**config.mk**
```make
export PLATFORM = sky130hd
export DESIGN_NAME = uart_tx_arbiter
export DESIGN_NICKNAME = d
export VERILOG_FILES = /design/src/rtl/uart_pkg.sv /design/src/rtl/uart_tx_arbiter_rr_pick.sv /design/src/rtl/uart_tx_arbiter.sv
export SDC_FILE = /design/constraint.sdc
export NUM_CORES = 1
export LEC_CHECK = 0
export ABC_CLOCK_PERIOD_IN_PS = 2200
export CORE_AREA = 2 2 62 64
export CTS_BUF_LIST = sky130_fd_sc_hd__clkbuf_2
export DETAILED_ROUTE_END_ITERATION = 8
export DIE_AREA = 0 0 64 66
export GPL_TIMING_DRIVEN = 0
export PLACE_DENSITY = 0.8
export RECOVER_POWER = 25
export SLEW_MARGIN = 15
export SYNTH_ARGS = -nofsm -noshare
export SYNTH_HDL_FRONTEND = slang
export SYNTH_SLANG_ARGS = --single-unit
```
**constraint.sdc**
```tcl
create_clock -name i_clk -period 2.2 [get_ports i_clk]
set_input_delay 0.44 -clock i_clk [delete_from_list [all_inputs] [get_ports i_clk]]
set_output_delay 0.44 -clock i_clk [all_outputs]
set_load 0.01 [all_outputs]
```
**src/rtl/uart_pkg.sv**
```systemverilog
// Shared types and constants for the UART transmit path.
package uart_pkg;

  typedef enum logic [1:0] {
    ST_IDLE,
    ST_START,
    ST_WAIT_DONE
  } arb_state_e;

  localparam int unsigned UART_DATA_WIDTH = 8;

  // Handshake strobe widths between the arbiter and uart_tx.
  localparam int unsigned UART_START_W = 1;
  localparam int unsigned UART_DONE_W  = 1;

endpackage

```
**src/rtl/uart_tx_arbiter_rr_pick.sv**
```systemverilog
// Combinational round-robin picker: first set request at or above ptr, wrapping at N.
module rr_pick #(
  parameter int unsigned N = 4
) (
  input  logic [N-1:0]         req,
  input  logic [$clog2(N)-1:0] ptr,
  output logic                 found,
  output logic [$clog2(N)-1:0] idx
);

  localparam int unsigned IW = $clog2(N);
  localparam int unsigned SW = IW + 1;

  logic [SW-1:0] sum;

  // Scan N positions starting at ptr; the wrap is done against N so non-power-of-two N works.
  always_comb begin
    found = 1'b0;
    idx   = '0;
    sum   = '0;
    for (int unsigned i = 0; i < N; i++) begin
      sum = {1'b0, ptr} + SW'(i);
      if (sum >= SW'(N)) begin
        sum = sum - SW'(N);
      end
      if (!found && req[sum[IW-1:0]]) begin
        found = 1'b1;
        idx   = sum[IW-1:0];
      end
    end
  end

endmodule

```
**src/rtl/uart_tx_arbiter.sv**
```systemverilog
// Round-robin arbiter sharing one UART transmitter between N_REQ byte producers,
// with optional locked bursts of up to MAX_BURST bytes per grant.
module uart_tx_arbiter
  import uart_pkg::*;
#(
  parameter int unsigned N_REQ      = 4,
  parameter int unsigned DATA_WIDTH = UART_DATA_WIDTH,
  parameter int unsigned MAX_BURST  = 16
) (
  input  logic                        i_clk,
  input  logic                        i_reset,
  input  logic [N_REQ-1:0]            i_req,
  input  logic [N_REQ-1:0]            i_lock,
  input  logic [N_REQ*DATA_WIDTH-1:0] i_data,
  output logic [N_REQ-1:0]            o_ack,
  output logic [UART_START_W-1:0]     o_tx_start,
  output logic [DATA_WIDTH-1:0]       o_tx_data,
  input  logic [UART_DONE_W-1:0]      i_tx_done,
  output logic [$clog2(N_REQ)-1:0]    o_grant_id,
  output logic                        o_busy
);

  localparam int unsigned IW = $clog2(N_REQ);
  localparam int unsigned BW = $clog2(MAX_BURST) + 1;

  arb_state_e               state_q, state_d;
  logic [IW-1:0]            ptr_q, ptr_d;
  logic [IW-1:0]            g_q, g_d;
  logic [DATA_WIDTH-1:0]    data_q, data_d;
  logic [BW-1:0]            cnt_q, cnt_d;
  logic [N_REQ-1:0]         ack_q, ack_d;
  logic [UART_START_W-1:0]  start_q, start_d;
  logic                     busy_q, busy_d;

  logic                     pick_found;
  logic [IW-1:0]            pick_idx;

  rr_pick #(.N(N_REQ)) u_rr_pick (
    .req   (i_req),
    .ptr   (ptr_q),
    .found (pick_found),
    .idx   (pick_idx)
  );

  // Next-state and registered-output computation; strobes are set one cycle early so they
  // appear from the flops in the START cycle.
  always_comb begin
    state_d = state_q;
    ptr_d   = ptr_q;
    g_d     = g_q;
    data_d  = data_q;
    cnt_d   = cnt_q;
    ack_d   = '0;
    start_d = '0;
    busy_d  = busy_q;
    case (state_q)
      ST_IDLE: begin
        if (pick_found) begin
          g_d     = pick_idx;
          data_d  = i_data[pick_idx*DATA_WIDTH +: DATA_WIDTH];
          ack_d   = N_REQ'(1) << pick_idx;
          start_d = '1;
          busy_d  = 1'b1;
          state_d = ST_START;
        end
      end
      ST_START: begin
        state_d = ST_WAIT_DONE;
      end
      ST_WAIT_DONE: begin
        if (i_tx_done[0]) begin
          if (i_lock[g_q] && i_req[g_q] && (cnt_q < BW'(MAX_BURST - 1))) begin
            data_d  = i_data[g_q*DATA_WIDTH +: DATA_WIDTH];
            ack_d   = N_REQ'(1) << g_q;
            start_d = '1;
            cnt_d   = cnt_q + BW'(1);
            state_d = ST_START;
          end else begin
            ptr_d   = (g_q == IW'(N_REQ - 1)) ? '0 : g_q + IW'(1);
            cnt_d   = '0;
            busy_d  = 1'b0;
            state_d = ST_IDLE;
          end
        end
      end
      default: begin
        state_d = ST_IDLE;
      end
    endcase
  end

  // State and output registers; reset aborts any transfer without issuing an ack.
  always_ff @(posedge i_clk or posedge i_reset) begin
    if (i_reset) begin
      state_q <= ST_IDLE;
      ptr_q   <= '0;
      g_q     <= '0;
      data_q  <= '0;
      cnt_q   <= '0;
      ack_q   <= '0;
      start_q <= '0;
      busy_q  <= 1'b0;
    end else begin
      state_q <= state_d;
      ptr_q   <= ptr_d;
      g_q     <= g_d;
      data_q  <= data_d;
      cnt_q   <= cnt_d;
      ack_q   <= ack_d;
      start_q <= start_d;
      busy_q  <= busy_d;
    end
  end

  assign o_ack      = ack_q;
  assign o_tx_start = start_q;
  assign o_tx_data  = data_q;
  assign o_grant_id = g_q;
  assign o_busy     = busy_q;

endmodule

```
Word level (Yosys, flattened, before mapping)
Cells that the tools add are included.
Operators by class
  $add $sub $neg: 9
  order comparisons: 10
  equal/unequal tests: 7
  shifts and indexed selects: 4
  multiplexer cells: 46
  bitwise logic cells: 1
  reductions and logical operators: 16
Operators by type and width (count)
  $shiftx 32x6->8: 2
  $mux 8: 3
  $mux 2: 11
  $mux 1: 17
  $pmux 8 s2: 1
  $lt 2x3->1 const B: 5
  $bmux 1 s2: 6
  $mux 4: 3
  $ge 3x3->1 const B: 3
  $ne 2x2->1 const B: 4
  $pmux 4 s2: 1
  $reduce_and 4->1: 2
  $shl 1x2->4 const A: 2
  $sub 2x1->2 const B: 4
  $add 2x2->3 const B: 2
  $pmux 2 s3: 1
  $reduce_and 2->1: 3
  $add 5x1->5 const B: 1
  $logic_and 1x1->1: 5
  $lt 5x4->1 const B: 1
  $mux 5: 1
  $eq 2x2->1 const B: 2
  $pmux 1 s2: 2
  $add 2x1->3 const B: 1
  8 further kinds: 10
Word-level totals
  register bits after elaboration: 25
  bits of input ports: 43
  output and inout port bits: 16

Logic depth before layout (Yosys ltp)
  depth in word-level cells: 17
  gate-level depth with buffers: 6
  depth with buffers taken out: 5

By module
From an unflattened synthesis, not the netlist that was laid out.
Unflattened totals
  cell total of the unflattened synthesis: 115
  area, all modules: 1423.9 um^2
Modules (own cells, without submodules)
  uart_tx_arbiter: instances 1, cells each 100, area each 1346.3 um^2, sequential area each 625.6 um^2
  rr_pick: instances 1, cells each 15, area each 77.6 um^2, sequential area each 0.0 um^2

Worst setup path before layout
OpenSTA, ideal clock, no wires.
  kind: flip-flop to flip-flop
  start point: register g_q[0] (netlist: o_grant_id[0])
  end point: register data_q[1] (netlist: o_tx_data[1])
  library setup time: 0.095 ns
  arrival: 1.717 ns
  required time: 2.105 ns
  setup slack: 0.387 ns
  stages on the path, launching flop included: 7
  buffers on the path: 1
  clock period less this slack: 1.813 ns
  cell sequence: dfrtp_1 -> inv_2 -> a32o_2 -> o31a_1 -> or2_0 -> buf_6 -> o31ai_1
Between the ends
  word-level cells in the longest chain between the ends: 6
  elaborated cells on any way between the ends: 12
  classes of those cells: 1 x eq/ne; 1 x shift; 7 x mux; 3 x reduce/logical
Ends and longest elaborated chain
  start: declaration: line uart_tx_arbiter.sv:28  | logic [IW-1:0] g_q, g_d;
  start signal: assignment: line uart_tx_arbiter.sv:106  | g_q <= g_d;
  branches (longest 6 deep; another with $shiftx 32x6->8)
  end signal: assignment: line uart_tx_arbiter.sv:107  | data_q <= data_d;
  end: declaration: line uart_tx_arbiter.sv:29  | logic [DATA_WIDTH-1:0] data_q, data_d;
Several ways; the timed one is not identified. The select of a mux whose other input is x is not followed.
A chain may end at the register's enable or synchronous reset.

Final worst setup path
  start point: input i_req[2]
  end point: register data_q[1] (netlist: o_tx_data[1])
Between the ends
  word-level cells in the longest chain between the ends: 15
  elaborated cells on any way between the ends: 32
  classes of those cells: 2 x eq/ne; 1 x shift; 20 x mux; 9 x reduce/logical
Ends and longest elaborated chain
  start: declaration: line uart_tx_arbiter.sv:12  | input logic [N_REQ-1:0] i_req,
  $bmux 1 s2: line uart_tx_arbiter_rr_pick.sv:26  | if (!found && req[sum[IW-1:0]]) begin
  $mux 1 (implied by the code): line uart_tx_arbiter_rr_pick.sv:26
  $mux 1: line uart_tx_arbiter_rr_pick.sv:26
  $logic_not 1->1: line uart_tx_arbiter_rr_pick.sv:26
  $logic_and 1x1->1: line uart_tx_arbiter_rr_pick.sv:26
  $mux 1: line uart_tx_arbiter_rr_pick.sv:26
  $logic_not 1->1: line uart_tx_arbiter_rr_pick.sv:26
  $logic_and 1x1->1: line uart_tx_arbiter_rr_pick.sv:26
  $mux 1: line uart_tx_arbiter_rr_pick.sv:26
  $logic_not 1->1: line uart_tx_arbiter_rr_pick.sv:26
  $logic_and 1x1->1: line uart_tx_arbiter_rr_pick.sv:26
  $mux 2: line uart_tx_arbiter_rr_pick.sv:26
  $shiftx 32x6->8: line uart_tx_arbiter.sv:60  | data_d = i_data[pick_idx*DATA_WIDTH +: DATA_WIDTH];
  $mux 8: line uart_tx_arbiter.sv:58  | if (pick_found) begin
  $pmux 8 s2: line uart_tx_arbiter.sv:56  | case (state_q)
Parallel ways exist; a longest one is shown, timed or not. The select of a mux whose other input is x is not followed.

==> impl_metrics.ini <==
[timing]
relSlewSlack_pct = 37.96
finalHoldViolCount = 0
worst_pin_slew_ns = 0.9295
drv_slew = 0
worst_clock_skew_ns = 0.01140
period_needed_ns = 2.095
period_share_pct = 95.21
rsz0062_at_grt = false
fmax_mhz = 477.4
setup_viol = 0

[min_path]
hold_class = flip-flop to flip-flop
holdPathEnd = cnt_q[4]
hp-start = cnt_q[4]
worstHoldPathCells = 2

[yosys]
synth_edf_count = 0
synth.avg_cell_area_um2 = 9.670
synthAdderAreaFrac_pct = 3.994
yosysMostFrequentCell = dfrtp_1
yosys_register_bits = 25
synthMuxAreaShare_pct = 2.716
syn_inst = 162
synth_top_area_cell = dfrtp_1
synth-compound-area-share_pct = 30.67
ys_top_cells_by_count = 25 x dfrtp_1, 15 x o21ai_0, 14 x a221oi_1, 14 x and2_1, 10 x nand2_1
synth_fp_nets = 210
synth_top_cell_area_share_pct = 39.94
synthSimpleGateAreaFrac_pct = 18.45
async_flop_share_pct = 100.0
ys_types = 49
netlist_area_um2 = 1567
synth_top_family_by_area = compound AO/OA/AOI/OAI gates
synth_area_leaders = dfrtp_1 40%, a221oi_1 7.8%, and2_1 5.6%
synth_xor_area_share_pct = 0
synth_ff_type = dfrtp_1
yosys_warnings = 0
synth-seq-area-share_pct = 39.94

[clock_network]
cts_tree = done
cts_hold_buffers = 0
clockBufferDepth = 2
htreeDepth = 1
cts.clk_slew.worst_paths_ns = 0.21
clockRootBuffer = clkbuf_2
insertion_delay_ns = 0.35
cts_sinks = 25
numCtsBuffers = 3

[grt]
grt_use_met3_pct = 4.089
grt-busiest-layer = met2
grtUsageMet2_pct = 36.59
grt_max_degree = 26
grt_pass1_wl_um = 7182
grt.overflow.total = 0
gr-usage-met1_pct = 28.13
antenna_found_initial = 0
grt_usage_pct = 21.65
grt_pass1_vias = 1488

[placement]
dpl_cell_area_um2 = 2207
place.gp.congestion = 0.9178
io_buffers = 58
dp.final_hpwl_um = 3253
place_inst = 268

[setup_path]
arrival_ns = 2.35
reg2reg_to = o_tx_data[1]
crit_chain = clkdlybuf4s50_1 -> nand2_1 -> a32o_2 -> o31a_1 -> or2_0 -> buf_6 -> o31ai_1
crit_buf_inv = 2
path_max_fanout = 9
cp-start-kind = primary input
setup.worst_path.class = primary input to flip-flop
timing.rr.start = o_grant_id[0]
reg2reg_depth = 6
cp.required_ns = 2.46
cpMaxStageDelayCell = clkdlybuf4s50_1
end_kind = flip-flop
r2r_slack_ns = 0.11
crit_family = compound AO/OA/AOI/OAI gates
critPathMaxStageDelay_ns = 0.59

[route]
firstDrtPassIters = 4
viasPerCell = 5.591
first_iter_violations = 93
dr_total_vias = 1532
ant_nets = 0
wl_um = 4208
routedWlPerCell_um = 15.36
drc_errors = 0

[floorplan]
io_pins = 59
die_h_um = 66
rows = 22
die_area_um2 = 4224
initial_core_util_pct = 44.12
die_x_um = 64
core-area_um2 = 3551

[finish]
layout.cells.non_filler = 274
drive_above_1_share_pct = 10.18
num_antenna_cells = 0
fin_util_pct = 63.81
final_area_um2 = 2266
area_growth_syn_to_layout_pct = 44.65
finalNetCount = 275

[job]
drv_cap = 0

[power]
vdd_drop_max_v = 0.0006592
power_uw = 2666
power.density_nw_per_um2 = 1177
p_leak_uw = 0.0009561

[run_status]
status = finished, final reports clean
-- logic make-up (layout without fill, tap and decap cells) --
family,Yosys count,after routing
AOI/OAI and AO/OA,62,62
and+or+nand+nor,52,52
DFF,25,25
buffers and inverters,14,78
adders and majority gates,5,5
muxes,4,4
-- cell usage in the layout (no fill, tap or decap), types with 2 or more instances in the layout --
cell,Yosys,routed
nor2b_1,4,4
a221oi_1,14,14
o21ai_0,15,15
nand2_1,10,10
mux2_2,2,2
a32o_1,2,2
a22o_1,2,2
ha_1,5,5
o31a_1,2,2
buf_4,1,3
mux2i_1,2,2
a21oi_1,2,2
buf_2,2,3
nand4_1,2,2
nand2b_1,2,2
and2_1,14,14
clkbuf_1,3,2
inv_1,6,6
nor2_1,8,8
and3_1,2,2
clkbuf_2,0,4
o21ai_1,2,2
clkdlybuf4s50_1,0,56
dfrtp_1,25,25
nor3_1,2,2
o31ai_1,8,8
-- worst min-delay path: stages (launching register included) --
cell     delay (ns)
dfrtp_1        0.39
nand2_1        0.05
o21ai_0        0.06
-- per-layer routing --
layer	vias to the layer above	part of all wire, %
li1	752	-
met1	728	44
met2	44	51
met3	8	4.1
met4	0	1.7
met5	-	0
-- sequential cells by signal (all words and copies together), names as in the netlist --
register	flops
o_grant_id	2
state_q	2
o_tx_start	1
ptr_q	2
o_busy	1
cnt_q	5
o_tx_data	8
o_ack	4
-- what timing repair did --
item / 4_1_cts / 5_1_grt
endpoints found under the setup margin: 0 / 8
gates resized for setup: 0 / 7
setup buffers: 0 / 2
-- area by class of cell --
type | count | area [µm²]
timing repair buffer | 60 | 598.1
tap | 48 | 60.06
sequential | 25 | 625.6
multi-input combinational | 123 | 894.6
inverter | 7 | 26.28
buffer | 7 | 41.29
fill | 303 | 1285
clock buffer | 4 | 20.02
-- stage by stage --
stage	setup TNS (ns)	hold slack, ns	worst slack [ns]
after floorplan	0	0.4509	0.3873
after global placement	-3.624	0.4688	-0.3053
after detailed placement	-3.844	0.4741	-0.3689
after CTS	0	0.5208	0.03168
after global routing	0	0.5730	0.01601
final	0	0.5158	0.1053
-- report_power, final --
part | leakage, µW | internal, µW | switching [µW]
Combinational | 0.000624 | 831 | 861
Clock | 0.0000166 | 48.1 | 132
Sequential | 0.000315 | 649 | 146
-- worst max-delay path by stage --
stage	slack, ns	endpoint	depth (start not counted)	start
5_1_grt	0.02	o_tx_data[1]	6	o_grant_id[0]
4_1_cts	0.03	o_tx_data[2]	7	i_req[0]
3_3_place_gp	-0.31	o_tx_data[1]	7	i_req[0]
2_1_floorplan	0.39	o_tx_data[1]	6	o_grant_id[0]
3_5_place_dp	-0.37	o_tx_data[2]	7	i_req[0]
6_report	0.11	o_tx_data[1]	7	i_req[2]
(Power assumes the default switching activity.)
==> variant (config.mk and constraints unchanged) <==
`N_REQ`: 4 -> 2.
--- a/src/rtl/uart_tx_arbiter.sv
+++ b/src/rtl/uart_tx_arbiter.sv
@@ -3,7 +3,7 @@
 module uart_tx_arbiter
   import uart_pkg::*;
 #(
-  parameter int unsigned N_REQ      = 4,
+  parameter int unsigned N_REQ      = 2,
   parameter int unsigned DATA_WIDTH = UART_DATA_WIDTH,
   parameter int unsigned MAX_BURST  = 16
 ) (
Ports: changed (5 resized); port bits go from 59 to 36. No check against the original RTL was run, so the function may have changed too.
==> variant against the original RTL <==
Wire length shrank 47%. Power shrank 37%. Hold slack better by 0.017 ns. Register-to-register slack improved by 0.30 ns. Largest cell class is now registers. Count of clock-buffer cells in the layout is the same. Area after synthesis shrank 34%. Combinational power shrank 49%. Critical path depth shrank 2. Clock power fell by 11%. Design area is 35% lower. Worst setup slack gained 0.12 ns. Sequential cell count down 4. Synthesized cell count shrank 49%.
==> variant: results (changes against the original RTL) <==
[global_route]
grt_use_total_pct=10.94  ; -11 points
grt_pass1_vias=765  ; -49%
grt_start_max_net_pins=22  ; -15%

[timing]
fin_skew_ns=0.003896  ; -0.007499 ns
tightest_slew_ns=0.7981  ; -0.1314 ns
period_minus_slack_ns=1.980  ; -0.1151 ns

[setup_path]
r2r_setup_slack_ns=0.41  ; +0.30 ns
arrival_ns=2.20  ; -0.15 ns
rr_worst_depth=4  ; -2
critPathCapture=o_tx_data[3]
critPathLaunch=i_req[0]

[place]
dp_slack_ns=-0.1360  ; +0.2328 ns
place_congestion=0.8195  ; -11%
port_buffers=35  ; -40%
post-dp-hpwl_um=1771  ; -46%
place.detailed.instances=166  ; -38%

[worst_hold_path]
holdPathEnd=o_tx_data[4]

[yosys]
synth_adder_area_share_pct=1.205  ; -2.8 points
synthDistinctLibCells=25  ; -49%
syn_nets=107  ; -49%
yosys-top-cells-count=dfrtp_1 (21), mux2_2 (16), nand2_1 (8)
synth_compound_area_share_pct=15.30  ; -15 points
yosysSeqAreaShare_pct=50.60  ; +11 points
synth_xor_area_share_pct=1.687  ; +1.7 points
muxShareOfSynthArea_pct=17.35  ; +15 points

[run_status]
outcome=finished, final reports clean

[final_layout]
fill_cells=341  ; +13%
nNetsFinal=147  ; -47%
layout-drive-gt1-share_pct=20.49  ; +10 points

[pwr]
vdd_drop_max_uv=317.2  ; -52%

[cts]
cts.reportedPaths.clkPinSlew_ns=0.19  ; -0.02 ns

[detailed_routing]
wl_met2_um=1267  ; -40%
wl_met1_um=889  ; -52%
wl_met3_um=79  ; -54%
top_layer=met3
drt_iter0_markers=34  ; -63%
wl_per_cell_um=13.15  ; -14%

variant: changes by cell type after synthesis, sizes merged, moves of 4 or more:
cell,delta
a221oi,-15
and2,-14
mux2,+14
o21ai,-11
o31ai,-6
buf,-4
dfrtp,-4
ha,-4
inv,-4
nor2b,-4
variant: layout make-up:
cell class | count | area, um^2 | share of cell area, %
Sequential cell | 21 | 525.5 | 35.78
Multi-Input combinational cell | 58 | 498.0 | 33.90
Timing Repair Buffer | 35 | 350.3 | 23.85
Tap cell | 48 | 60.06 | 4.089
Clock buffer | 4 | 20.02 | 1.363
Inverter | 3 | 11.26 | 0.7666
Buffer | 1 | 3.754 | 0.2555
variant: worst max-delay path, cell delays in order:
cell             delay [ns]
clkdlybuf4s50_1        0.57
nand2b_1               0.16
a31oi_4                0.38
mux2_2                 0.38
mux2_2                 0.26
variant: cells by family after synthesis:
group	Yosys count
xor+xnor	2
compound gates	17
flops	21
buf+inv	4
mux	16
fa+ha+maj	1
simple gates	22
variant: power groups by stage:
stage | clock network, mW | registers (mW) | logic [mW]
after detailed placement | 0 | 0.675 | 0.868
final | 0.161 | 0.663 | 0.857
after global routing | 0.186 | 0.691 | 0.921
after global placement | 0 | 0.660 | 0.848
after floorplan | 0 | 0.709 | 0.457
after CTS | 0.168 | 0.665 | 0.869
variant: per-layer routing:
metal	track usage, %	up-vias
met5	0	-
met4	3.261	0
met3	2.555	0
met2	20.57	10
met1	12.17	393
li1	-	384
